--- config.mk ---
export PLATFORM = sky130hd
export DESIGN_NAME = multicycle_ctrl
export DESIGN_NICKNAME = d
export VERILOG_FILES = /design/src/rtl/multicycle_ctrl.sv
export SDC_FILE = /design/constraint.sdc
export NUM_CORES = 1
export LEC_CHECK = 0
export ABC_AREA = 1
export BUFFER_PORTS_ARGS = -buffer_cell sky130_fd_sc_hd__buf_2
export CORE_AREA = 2 2 48 50
export CTS_BUF_LIST = sky130_fd_sc_hd__clkbuf_8
export DETAILED_ROUTE_END_ITERATION = 16
export DIE_AREA = 0 0 50 52
export PLACE_DENSITY = 0.85
export SETUP_SLACK_MARGIN = 0.4
export SYNTH_ARGS = -nofsm -noshare
export SYNTH_HDL_FRONTEND = slang
export SYNTH_SLANG_ARGS = --single-unit
--- constraint.sdc ---
create_clock -name clk_i -period 1.45 [get_ports clk_i]
set_input_delay 0.29 -clock clk_i [delete_from_list [all_inputs] [get_ports clk_i]]
set_output_delay 0.29 -clock clk_i [all_outputs]
set_load 0.005 [all_outputs]
--- src/rtl/multicycle_ctrl.sv ---
// Moore sequencer for the shared multi-cycle MIPS datapath (IF/ID/EX/MEM/WB + TRAP).
// Optional performance counters are compiled in with `define MC_PERF_CNT_EN.
module multicycle_ctrl #(
    parameter int WAIT_MAX = 16
`ifdef MC_PERF_CNT_EN
    ,
    parameter int CNT_W    = 32
`endif
) (
    input  logic             clk_i,
    input  logic             rst_i,
    input  logic [5:0]       op_i,
    input  logic [5:0]       funct_i,
    input  logic             zero_i,
    input  logic             mem_ack_i,
    output logic             mem_req_o,
    output logic             mem_we_o,
    output logic             iord_o,
    output logic             ir_write_o,
    output logic             pc_write_o,
    output logic [1:0]       pc_src_o,
    output logic             alu_src_a_o,
    output logic [1:0]       alu_src_b_o,
    output logic [2:0]       alu_op_o,
    output logic             se_o,
    output logic             shift_o,
    output logic             reg_write_o,
    output logic [1:0]       reg_dst_o,
    output logic [1:0]       mem_to_reg_o,
    output logic [2:0]       state_o,
    output logic             trap_o
`ifdef MC_PERF_CNT_EN
    ,
    output logic [CNT_W-1:0] cyc_cnt_o,
    output logic [CNT_W-1:0] ins_cnt_o
`endif
);

    // state | meaning
    // IF    | fetch via PC, PC <= PC+4 on ack
    // ID    | decode, branch target into ALUOut, j/jal resolve here
    // EX    | ALU op / address calc / branch compare / jr
    // MEM   | lw/sw data access via ALUOut
    // WB    | register file write
    // TRAP  | illegal opcode or memory timeout, held until reset
    typedef enum logic [2:0] {
        S_IF   = 3'd0,
        S_ID   = 3'd1,
        S_EX   = 3'd2,
        S_MEM  = 3'd3,
        S_WB   = 3'd4,
        S_TRAP = 3'd7
    } state_t;

    localparam logic [5:0] OP_R     = 6'h00;
    localparam logic [5:0] OP_J     = 6'h02;
    localparam logic [5:0] OP_JAL   = 6'h03;
    localparam logic [5:0] OP_BEQ   = 6'h04;
    localparam logic [5:0] OP_BNE   = 6'h05;
    localparam logic [5:0] OP_ADDI  = 6'h08;
    localparam logic [5:0] OP_SLTIU = 6'h0B;
    localparam logic [5:0] OP_ORI   = 6'h0D;
    localparam logic [5:0] OP_LUI   = 6'h0F;
    localparam logic [5:0] OP_LW    = 6'h23;
    localparam logic [5:0] OP_SW    = 6'h2B;
    localparam logic [5:0] FN_SRA   = 6'h03;
    localparam logic [5:0] FN_JR    = 6'h08;

    localparam int WAIT_W = $clog2(WAIT_MAX + 1);

    state_t              state;
    state_t              next_state;
    logic [WAIT_W-1:0]   wait_cnt;
    logic                in_access;
    logic                timeout;

    assign in_access = (state == S_IF) || (state == S_MEM);
    assign timeout   = in_access && !mem_ack_i && (wait_cnt == WAIT_W'(WAIT_MAX - 1));

    always_ff @(posedge clk_i or negedge rst_i) begin
        if (!rst_i) begin
            state <= S_IF;
        end else begin
            state <= next_state;
        end
    end

    always_ff @(posedge clk_i or negedge rst_i) begin
        if (!rst_i) begin
            wait_cnt <= '0;
        end else if (in_access && !mem_ack_i && !timeout) begin
            wait_cnt <= wait_cnt + WAIT_W'(1);
        end else begin
            wait_cnt <= '0;
        end
    end

    // Outputs are gated by rst_i so a request in flight drops the moment reset asserts.
    always_comb begin
        next_state   = state;
        mem_req_o    = 1'b0;
        mem_we_o     = 1'b0;
        iord_o       = 1'b0;
        ir_write_o   = 1'b0;
        pc_write_o   = 1'b0;
        pc_src_o     = 2'd0;
        alu_src_a_o  = 1'b0;
        alu_src_b_o  = 2'd0;
        alu_op_o     = 3'b000;
        se_o         = 1'b0;
        shift_o      = 1'b0;
        reg_write_o  = 1'b0;
        reg_dst_o    = 2'd0;
        mem_to_reg_o = 2'd0;
        if (rst_i) begin
            case (state)
                S_IF: begin
                    mem_req_o   = 1'b1;
                    alu_src_b_o = 2'd1;
                    if (timeout) begin
                        next_state = S_TRAP;
                    end else if (mem_ack_i) begin
                        ir_write_o = 1'b1;
                        pc_write_o = 1'b1;
                        next_state = S_ID;
                    end
                end
                S_ID: begin
                    alu_src_b_o = 2'd3;
                    se_o        = 1'b1;
                    case (op_i)
                        OP_R, OP_ADDI, OP_SLTIU, OP_LUI, OP_ORI,
                        OP_LW, OP_SW, OP_BEQ, OP_BNE: next_state = S_EX;
                        OP_J: begin
                            pc_write_o = 1'b1;
                            pc_src_o   = 2'd2;
                            next_state = S_IF;
                        end
                        OP_JAL: begin
                            pc_write_o   = 1'b1;
                            pc_src_o     = 2'd2;
                            reg_write_o  = 1'b1;
                            reg_dst_o    = 2'd2;
                            mem_to_reg_o = 2'd2;
                            next_state   = S_IF;
                        end
                        default: next_state = S_TRAP;
                    endcase
                end
                S_EX: begin
                    alu_src_a_o = 1'b1;
                    case (op_i)
                        OP_R: begin
                            alu_op_o = 3'b010;
                            shift_o  = (funct_i == FN_SRA);
                            if (funct_i == FN_JR) begin
                                pc_write_o = 1'b1;
                                pc_src_o   = 2'd3;
                                next_state = S_IF;
                            end else begin
                                next_state = S_WB;
                            end
                        end
                        OP_ADDI: begin
                            alu_src_b_o = 2'd2;
                            se_o        = 1'b1;
                            next_state  = S_WB;
                        end
                        OP_SLTIU: begin
                            alu_src_b_o = 2'd2;
                            alu_op_o    = 3'b110;
                            next_state  = S_WB;
                        end
                        OP_LUI: begin
                            alu_src_b_o = 2'd2;
                            alu_op_o    = 3'b011;
                            se_o        = 1'b1;
                            next_state  = S_WB;
                        end
                        OP_ORI: begin
                            alu_src_b_o = 2'd2;
                            alu_op_o    = 3'b100;
                            next_state  = S_WB;
                        end
                        OP_LW, OP_SW: begin
                            alu_src_b_o = 2'd2;
                            se_o        = 1'b1;
                            next_state  = S_MEM;
                        end
                        OP_BEQ: begin
                            alu_op_o   = 3'b001;
                            pc_write_o = zero_i;
                            pc_src_o   = 2'd1;
                            next_state = S_IF;
                        end
                        OP_BNE: begin
                            alu_op_o   = 3'b101;
                            pc_write_o = !zero_i;
                            pc_src_o   = 2'd1;
                            next_state = S_IF;
                        end
                        default: next_state = S_TRAP;
                    endcase
                end
                S_MEM: begin
                    mem_req_o = 1'b1;
                    iord_o    = 1'b1;
                    mem_we_o  = (op_i == OP_SW);
                    if (timeout) begin
                        next_state = S_TRAP;
                    end else if (mem_ack_i) begin
                        next_state = (op_i == OP_LW) ? S_WB : S_IF;
                    end
                end
                S_WB: begin
                    reg_write_o = 1'b1;
                    if (op_i == OP_R) begin
                        reg_dst_o = 2'd1;
                    end else if (op_i == OP_LW) begin
                        mem_to_reg_o = 2'd1;
                    end
                    next_state = S_IF;
                end
                S_TRAP:  next_state = S_TRAP;
                default: next_state = S_TRAP;
            endcase
        end
    end

    assign state_o = state;
    assign trap_o  = (state == S_TRAP);

`ifdef MC_PERF_CNT_EN
    always_ff @(posedge clk_i or negedge rst_i) begin
        if (!rst_i) begin
            cyc_cnt_o <= '0;
            ins_cnt_o <= '0;
        end else begin
            if (state != S_TRAP) begin
                cyc_cnt_o <= cyc_cnt_o + CNT_W'(1);
            end
            if ((next_state == S_IF) && (state != S_IF)) begin
                ins_cnt_o <= ins_cnt_o + CNT_W'(1);
            end
        end
    end
`else
    // Performance counters compiled out; FSM is unaffected.
`endif

endmodule

==> impl_results.md, run 1 <==
- Max Slew Vio Count: 0
- Initial DRC count: 19
- Number of vias per cell: 5.07
- Nets: 249
- Largest net degree at the start of global routing: 11
- Routed Antenna Nets: 0
- Hold_ws: 14.9 ps
- Share of post-route cells with drive strength above 1: 0.600
- Starting Density: 0.413
- Routability Congestion: 0.916
- GRT Util Overall: 0.228
- Inst Count DP: 241
- CP max FO: 3
- Port Buffers: 39
- Worst setup SP type: flop
- Fillcell total: 144
- Crit. End Element: output pin
- Synth warnings: 0
- Post-synth top flop: dfrtp_1
- Power per cell area: 829 nW/um^2
- Reg clk slew, reported paths: 40 ps
- CP Cell Sequence: nor3_4 > nand2_2 > buf_4 > buf_6 > o211ai_1 > buf_2
- Setup crit start: state_o[2]$_DFFE_PN0P_
- Measured slew at the worst slew-check pin: 244 ps
- Min Tclk post-route: 1800 ps
- Synth cell types: 26
- Top cells by area, synth: dfrtp_1, nor2_1, nand2_1
- Failing checks: setup timing
- Worst relative slew slack: 0.837
- Period Utilization, post-route: 1.24
- Multi-input combinational cell area: 761 um^2
- WL/cell: 13.4 um
- Area Overhead vs Synth: 99.4%
- Cell taking the most area after synthesis: dfrtp_1
- Clock Skews: 2.18 ps
- Antenna violations before repair: 0
- First-pass GRT wire length: 4510 um
- Cell area after placement: 1380 um^2
- Reg2reg end: state_o[0]$_DFFE_PN0P_
- GR Layer Usage met2: 0.441
- DIE WIDTH: 50 um
- Synthesized flop and latch total: 8
- Routing usage on met3: 0.0259
- Row cnt: 17
- Mapped Area: 870 um^2
- CTS tree: built
- Slowest CP cell: dfrtp_2
- GR Overflow Total: 0
- Max VDD drop: 0.945 mV
- Worst r2r path cells: 12
- Vias in the first global route: 1083
- Clk root buf: clkbuf_8
- WS Path Type: flop to output pin
- Die area: 2600 um^2
- Endpoints failing hold: 0
- Register area: 203 um^2
- Setup Slack @ Placement: -152 ps
- Post-synth top area share: 0.230
- Final WS setup: -353 ps
- Setup TNS: -6680 ps
- Global routing's busiest layer: met2
- Num CTS Buffers: 3
- Skew-Pair Late Insertion Delay: 230 ps
- Non-Filler Instances: 258
- Arr. time, crit path: 1510 ps
- Synth Instances: 147
- DR DRC count: 0
- HPWL Detailed: 2200 um
- Slowest stage delay, CP: 420 ps
- # setup viols final: 29
- First-pass iteration count of the detailed router: 4
- CP required: 1160 ps
- R2R Path Start: state_o[2]$_DFFE_PN0P_
- M1 GR Usage: 0.245
- Layout Cell Area excl Fill: 1730 um^2
- Sequential area share after synthesis: 0.230
- Post-Syn Nets: 165
- CP Capture Point: alu_op_o[1]
- Num ports: 40
- Max-cap violations: 0
- Htree depth: 1
- Max Freq: 0.555 GHz
- FFs w/ async S/R, synth: 1.00
- Number of synthesized flops with an enable pin: 0
- Synthesized area per cell: 5.92 um^2
- RSZ-0062 raised after global routing: yes
- Clock Sink Count: 8
- Vias after detailed routing: 1307
- Core area: 2110 um^2
- Min-Delay Path Class: input pin to async pin
- Leak Pwr: 0.914 nW
- Die height: 52 um
- Routed wire length: 3460 um
- CTS max path bufs: 2
- R2R Setup Slk: -250 ps
- Hold_buf cts: 0
- Status: finished, violations left
- N_diodes: 0
## worst min-delay path by stage
stage                      from                endpoint  slack, ps  cells past startpoint
final                     rst_i   wait_cnt[4]$_DFF_PN0_         10                      2
after CTS                 rst_i   wait_cnt[0]$_DFF_PN0_         10                      2
after global routing      rst_i   wait_cnt[0]$_DFF_PN0_         20                      2
after global placement    rst_i   wait_cnt[1]$_DFF_PN0_        240                      2
after floorplan           rst_i  state_o[0]$_DFFE_PN0P_         -6                      0
after detailed placement  rst_i   wait_cnt[0]$_DFF_PN0_        250                      2
## cell type report
cell class | instances | area share
clock inverter | 1 | 0.00216
inverter | 22 | 0.0577
clock buffer | 3 | 0.0238
tap | 28 | 0.0202
sequential | 8 | 0.117
timing repair buffer | 80 | 0.341
multi-input combinational | 116 | 0.439
## registers in the layout, summed over array words and instances (netlist names)
register and cells:
state_o 3, wait_cnt 5
## layout by cell type (no fill, tap or decap), types with 6 or more instances in the layout
master and count:
buf_2 35, buf_4 29, buf_6 14, dfrtp_1 6, inv_1 16, nand2_1 22
nand2_2 6, nand3_1 12, nor2_1 22, nor2_2 10, nor2_4 7
## worst max-delay path, delay by kind of cell, from the launching register on
kind	cells	cell delay, ps
flip-flops	1	420
buffers and inverters	3	390
AO/OA/AOI/OAI	1	150
AND/OR/NAND/NOR	2	320
## cell usage after synthesis (2+ instances only)
cell,number
dfrtp_1,8
nand2_2,3
inv_1,18
nor3_2,2
nand2_1,28
a21oi_1,7
nand3_1,14
nand3_2,2
nor3_1,4
nor2_2,2
ha_1,2
o211ai_1,2
nor2_4,2
inv_2,4
nor2_1,35
o21ai_0,2
nand4_1,3
## logic make-up after synthesis
family	count (synthesis)	share of synthesized area
simple gates	99	0.535
buf+inv	23	0.104
compound gates	14	0.0921
flops	8	0.230
fa+ha+maj	2	0.0288
xor+xnor	1	0.0101
## stage by stage
stage                     total power, mW   util
final                                1.44  0.824
after global routing                 1.52  0.824
after CTS                            1.16  0.731
after detailed placement            0.767  0.655
after global placement              0.757  0.655
after floorplan                     0.543      -
## routing by layer
metal | share of wire | vias to the layer above
met5 | 0 | -
met4 | 0.025 | 0
met3 | 0.040 | 11
met2 | 0.54 | 49
met1 | 0.39 | 610
li1 | - | 637
## power breakdown
part / switching [mW] / internal (mW) / leakage (nW) / total, mW
Combinational: 0.438 / 0.427 / 0.790 / 0.865
Sequential: 0.0392 / 0.260 / 0.0980 / 0.300
Clock: 0.0887 / 0.183 / 0.0269 / 0.272
## timing repair
item	CTS	global route
cloned	0	0
setup endpoints to repair	32	32
pin swaps	13	15
setup buffers	5	8
gates resized for setup	23	34
Power figures use the tool's default switching activity.
==> inputs of run 2 (changes only) <==
ABC_AREA = 0   (was 1)
CORE_AREA = 2 2 51 53   (was 2 2 48 50)
DIE_AREA = 0 0 53 55   (was 0 0 50 52)
==> run 2 against run 1 <==
Against the previous run: the flow still finishes with violations (setup timing); via count rose by 20%; combinational power rose by 120%; cell count rose by 1.2%; synthesized area rose by 20%; critical path depth fell by 1; sequential share of layout area fell by 2.0 points; fmax fell by 7.3%; wire length rose by 52%; critical path type unchanged; largest cell class unchanged.
==> impl_results.md, run 2 <==
- Routed Antenna Nets: 0
- Worst setup SP type: flop
- WL/cell: 20.2 um
- CTS max path bufs: 2
- Synth Instances: 141
- Hold_ws: 18.3 ps
- Number of vias per cell: 6.00
- Reg2reg end: state_o[1]$_DFFE_PN0P_
- Measured slew at the worst slew-check pin: 435 ps
- Area Overhead vs Synth: 98.7%
- Synthesized flop and latch total: 8
- Power per cell area: 1220 nW/um^2
- R2R Path Start: state_o[0]$_DFFE_PN0P_
- Max Freq: 0.514 GHz
- Die height: 55 um
- Largest net degree at the start of global routing: 17
- First-pass iteration count of the detailed router: 4
- Min Tclk post-route: 1950 ps
- Status: finished, violations left
- Failing checks: setup timing
- Mapped Area: 1040 um^2
- Cell taking the most area after synthesis: dfrtp_1
- Routed wire length: 5270 um
- Post-synth top flop: dfrtp_1
- Min-Delay Path Class: input pin to async pin
- DIE WIDTH: 53 um
- Leak Pwr: 0.999 nW
- Arr. time, crit path: 1660 ps
- Core area: 2360 um^2
- Num ports: 40
- HPWL Detailed: 2950 um
- Max Slew Vio Count: 0
- Sequential area share after synthesis: 0.192
- Htree depth: 1
- Vias in the first global route: 1430
- Synth cell types: 52
- Worst r2r path cells: 7
- Port Buffers: 39
- N_diodes: 0
- Cell area after placement: 1680 um^2
- Post-Synth XOR/XNOR Area: 0.0336
- Post-Synth Adder-Cell Area: 0.0240
- Post-synthesis mux area share: 0.0288
- First-pass GRT wire length: 6380 um
- RSZ-0062 raised after global routing: yes
- DR DRC count: 0
- Antenna violations before repair: 0
- Max VDD drop: 0.817 mV
- GR Overflow Total: 0
- Flip-flop count of the largest register after layout: 5
- Reg clk slew, reported paths: 50 ps
- CP required: 1160 ps
- Clock Skews: 6.57 ps
- Commonest non-fill, non-tap cell in the layout: buf_4
- Die area: 2920 um^2
- Synthesized area per cell: 7.40 um^2
- Top cells by area, synth: dfrtp_1, nor2_1, a21oi_1
- Routability Congestion: 0.914
- Starting Density: 0.441
- Period Utilization, post-route: 1.34
- Num CTS Buffers: 3
- Vias after detailed routing: 1567
- Nets: 251
- WS Path Type: flop to output pin
- Top reg by flops: wait_cnt
- # setup viols final: 30
- Setup crit start: state_o[0]$_DFFE_PN0P_
- Largest family of logic cells by synthesized area: simple AND/OR/NAND/NOR gates
- Post-Syn Nets: 159
- Endpoints failing hold: 0
- Power, Total: 2.53 mW
- Compound-gate portion of the synthesized area: 0.289
- Clock Sink Count: 8
- Hold_buf cts: 0
- Util after Layout: 0.877
- Final WS setup: -495 ps
- Fillcell total: 120
- Row cnt: 18
- Most frequent cells in the layout: buf_4, buf_2, buf_6, nor2_4, nor2_1
- Initial DRC count: 57
- Post-synth top cells: nor2_1, a21oi_1, dfrtp_1, o21ai_0
- Max-cap violations: 0
- FFs w/ async S/R, synth: 1.00
- Layout Cell Area excl Fill: 2070 um^2
- Crit. End Element: output pin
- Number of synthesized flops with an enable pin: 0
- Share of post-route cells with drive strength above 1: 0.658
- Clk root buf: clkbuf_8
- Simple-gate share of the synthesized area: 0.333
- CP max FO: 3
- R2R Setup Slk: -410 ps
- Most frequent cell after synthesis: nor2_1
- Post-synth top area share: 0.192
- Synth warnings: 0
- Skew-Pair Late Insertion Delay: 250 ps
- CTS tree: built
- Worst relative slew slack: 0.708
- GRT Util Overall: 0.305
-- run 2: worst max path at each step --
stage	to	slack, ps	cells after the start
detailed placement	state_o[1]$_DFFE_PN0P_	-460	6
floorplan	state_o[1]$_DFFE_PN0P_	-350	7
CTS	pc_src_o[1]	-410	5
global route	pc_src_o[1]	-540	5
finish	pc_src_o[1]	-500	5
global placement	state_o[1]$_DFFE_PN0P_	-390	6
-- run 2: final cells by class --
| type | instances | area (um^2) | share of cell area |
|---|---|---|---|
| well taps | 30 | 37.5 | 0.0181 |
| multi-input cells | 112 | 1000 | 0.483 |
| flip-flops and latches | 8 | 201 | 0.0972 |
| repair buffers | 101 | 764 | 0.369 |
| inverters | 7 | 26.3 | 0.0127 |
| clock buffers | 3 | 41.3 | 0.0199 |
-- run 2: cells by family after synthesis --
group                      Yosys count
and+or+nand+nor                     63
AOI/OAI and AO/OA                   40
buffers and inverters               21
DFF                                  8
xor gates and xnor gates             4
muxes                                3
adders and majority gates            2
-- run 2: stage by stage --
| step | std cells | setup TNS [ps] | setup WS (ps) |
|---|---|---|---|
| after floorplan | 141 | -2440 | -348 |
| after global placement | 240 | -4090 | -395 |
| after detailed placement | 240 | -4800 | -462 |
| after CTS | 252 | -7530 | -412 |
| after global routing | 261 | -11310 | -536 |
| final | 261 | -10430 | -495 |
-- run 2: layer usage --
| layer | vias up | track usage | share of wire |
|---|---|---|---|
| li1 | 697 | - | - |
| met1 | 728 | 0.328 | 0.35 |
| met2 | 113 | 0.573 | 0.53 |
| met3 | 29 | 0.0565 | 0.082 |
| met4 | 0 | 0.150 | 0.045 |
| met5 | - | 0 | 0 |
-- run 2: where the power goes --
group	switching, mW	leakage (nW)	internal [mW]
registers	0.0600	0.0997	0.272
logic	0.891	0.878	1.01
clock network	0.119	0.0216	0.183
total	1.07	0.999	1.47
-- run 2: critical path, cell delays in order (launching register included) --
cell	delay, ps
dfrtp_2	440
nor2b_4	150
nand4_1	150
or3_4	410
o32ai_2	90
buf_2	160
-- run 2: what timing repair did --
action	in CTS	in global routing
pin swaps	12	6
setup buffers	9	9
resized for setup	26	20
setup endpoints to repair	32	32
==> inputs of run 3 (changes only) <==
CORE_AREA = 2 2 52 54   (was 2 2 51 53)
CTS_BUF_LIST = default   (was sky130_fd_sc_hd__clkbuf_8)
DIE_AREA = 0 0 54 56   (was 0 0 53 55)
PLACE_DENSITY = 0.83   (was 0.85)
SKIP_CTS_REPAIR_TIMING = 1   (was default)
==> run 3 against run 2 <==
Against the previous run: the flow finishes with violations (hold timing, setup timing); clock skew shrank 6.2 ps; fmax is 3.8% higher; core utilization fell by 8.7 points; total power shrank 21%; clock power down 44%; critical path depth unchanged; register-to-register slack about the same; combinational power decreased by 20%.
==> impl_results.md, run 3 (synthesized netlist as in run 2, its figures left out) <==
- Max Freq: 0.534 GHz
- First-pass iteration count of the detailed router: 5
- DR DRC count: 0
- Starting Density: 0.429
- RSZ-0062 raised after global routing: yes
- Area Overhead vs Synth: 84.1%
- Port Buffers: 39
- Initial DRC count: 36
- Slowest stage delay, CP: 390 ps
- First-pass GRT wire length: 5970 um
- Crit-path leading delay family: simple AND/OR/NAND/NOR gates
- Most frequent cells in the layout: buf_4, buf_2, nor2_4, buf_6
- Slowest CP cell: dfrtp_1
- Arr. time, crit path: 1580 ps
- WL/cell: 15.8 um
- Max-cap violations: 0
- Failing checks: hold timing, setup timing
- Largest net degree at the start of global routing: 17
- Share of post-route cells with drive strength above 1: 0.649
- WS Path Type: flop to output pin
- Endpoints failing hold: 5
- Worst relative slew slack: 0.809
- Number of vias per cell: 5.68
- Util after Layout: 0.790
- Power per cell area: 1040 nW/um^2
- HPWL Detailed: 2880 um
- Leak Pwr: 0.927 nW
- Routability Congestion: 0.866
- Min Tclk post-route: 1870 ps
- Worst setup SP type: flop
- CTS tree: built
- Status: finished, violations left
- CP Cell Sequence: nor2b_4 > nand4_1 > or3_4 > o32ai_2 > buf_2
- Commonest non-fill, non-tap cell in the layout: buf_4
- Setup TNS: -9070 ps
- Antenna violations before repair: 0
- Routed wire length: 3970 um
- Max Slew Vio Count: 0
- # setup viols final: 29
- CP max FO: 3
- Hold_ws: -0.813 ps
- Reg clk slew, reported paths: 50 ps
- Clock Sink Count: 8
- Clock Skews: 0.374 ps
- Htree depth: 1
- Num ports: 40
- Clk root buf: clkbuf_4
- Skew-Pair Late Insertion Delay: 250 ps
- WP buf/inv: 1
- GR Overflow Total: 0
- Max VDD drop: 0.911 mV
- Measured slew at the worst slew-check pin: 283 ps
- Nets: 242
- Core area: 2430 um^2
- Die area: 3020 um^2
- Crit. End Element: output pin
- Flip-flop count of the largest register after layout: 5
- CTS max path bufs: 2
- Final WS setup: -424 ps
- Routed Antenna Nets: 0
- Row cnt: 18
- Period Utilization, post-route: 1.29
- CP required: 1160 ps
- Num CTS Buffers: 3
- Vias in the first global route: 1356
- Die height: 56 um
- GRT Util Overall: 0.255
- Min-Delay Path Class: input pin to async pin
- Top reg by flops: wait_cnt
- DIE WIDTH: 54 um
- N_diodes: 0
- Vias after detailed routing: 1432
run 3: final timing paths:
check	slack, ps	cells past startpoint	startpoint	to
min	-0.8	2	rst_i	state_o[0]$_DFFE_PN0P_
max in group asynchronous	1260	2	rst_i	state_o[2]$_DFFE_PN0P_
max reg2reg	-400	6	wait_cnt[0]$_DFF_PN0_	state_o[1]$_DFFE_PN0P_
min in group clk_i	460	3	mem_ack_i	wait_cnt[0]$_DFF_PN0_
min reg2reg	550	2	wait_cnt[0]$_DFF_PN0_	wait_cnt[0]$_DFF_PN0_
max	-420	5	state_o[1]$_DFFE_PN0P_	pc_src_o[1]
run 3: layout make-up:
| cell class | count | area (um^2) |
|---|---|---|
| multi-input combinational | 112 | 980 |
| timing repair buffer | 92 | 654 |
| fill | 163 | 512 |
| sequential | 8 | 200 |
| tap | 30 | 37.5 |
| inverter | 7 | 26.3 |
| clock buffer | 3 | 22.5 |
run 3: worst reg2reg max path: cells and delay by family (launching register included):
kind	cells	cell delay (ps)
compound gates	2	240
fa+ha+maj	2	350
flops	1	380
simple gates	2	770
run 3: metrics by stage:
step / power [mW] / setup WS (ps) / instance area [um^2] / cells / hold slack, ps
final: 2.01 / -424 / 1920 / 252 / -0.813
after global routing: 2.14 / -496 / 1920 / 252 / 2.41
after CTS: 1.73 / -501 / 1730 / 245 / -3.90
after detailed placement: 1.55 / -437 / 1700 / 242 / 265
after global placement: 1.51 / -382 / 1700 / 242 / 260
after floorplan: 1.12 / -348 / 1260 / 141 / -5.59
run 3: report_power, final:
group | leakage [nW] | internal, mW | switching (mW) | total (mW)
Combinational | 0.813 | 0.808 | 0.709 | 1.52
Sequential | 0.100 | 0.270 | 0.0514 | 0.321
Clock | 0.0138 | 0.0945 | 0.0732 | 0.168
Total | 0.927 | 1.17 | 0.834 | 2.01
run 3: routing by layer:
metal	global-route usage	vias up	routed length [um]
li1	-	683	-
met1	0.327	674	1550
met2	0.432	67	2110
met3	0.0457	8	254
met4	0.0571	0	65
met5	0	-	0
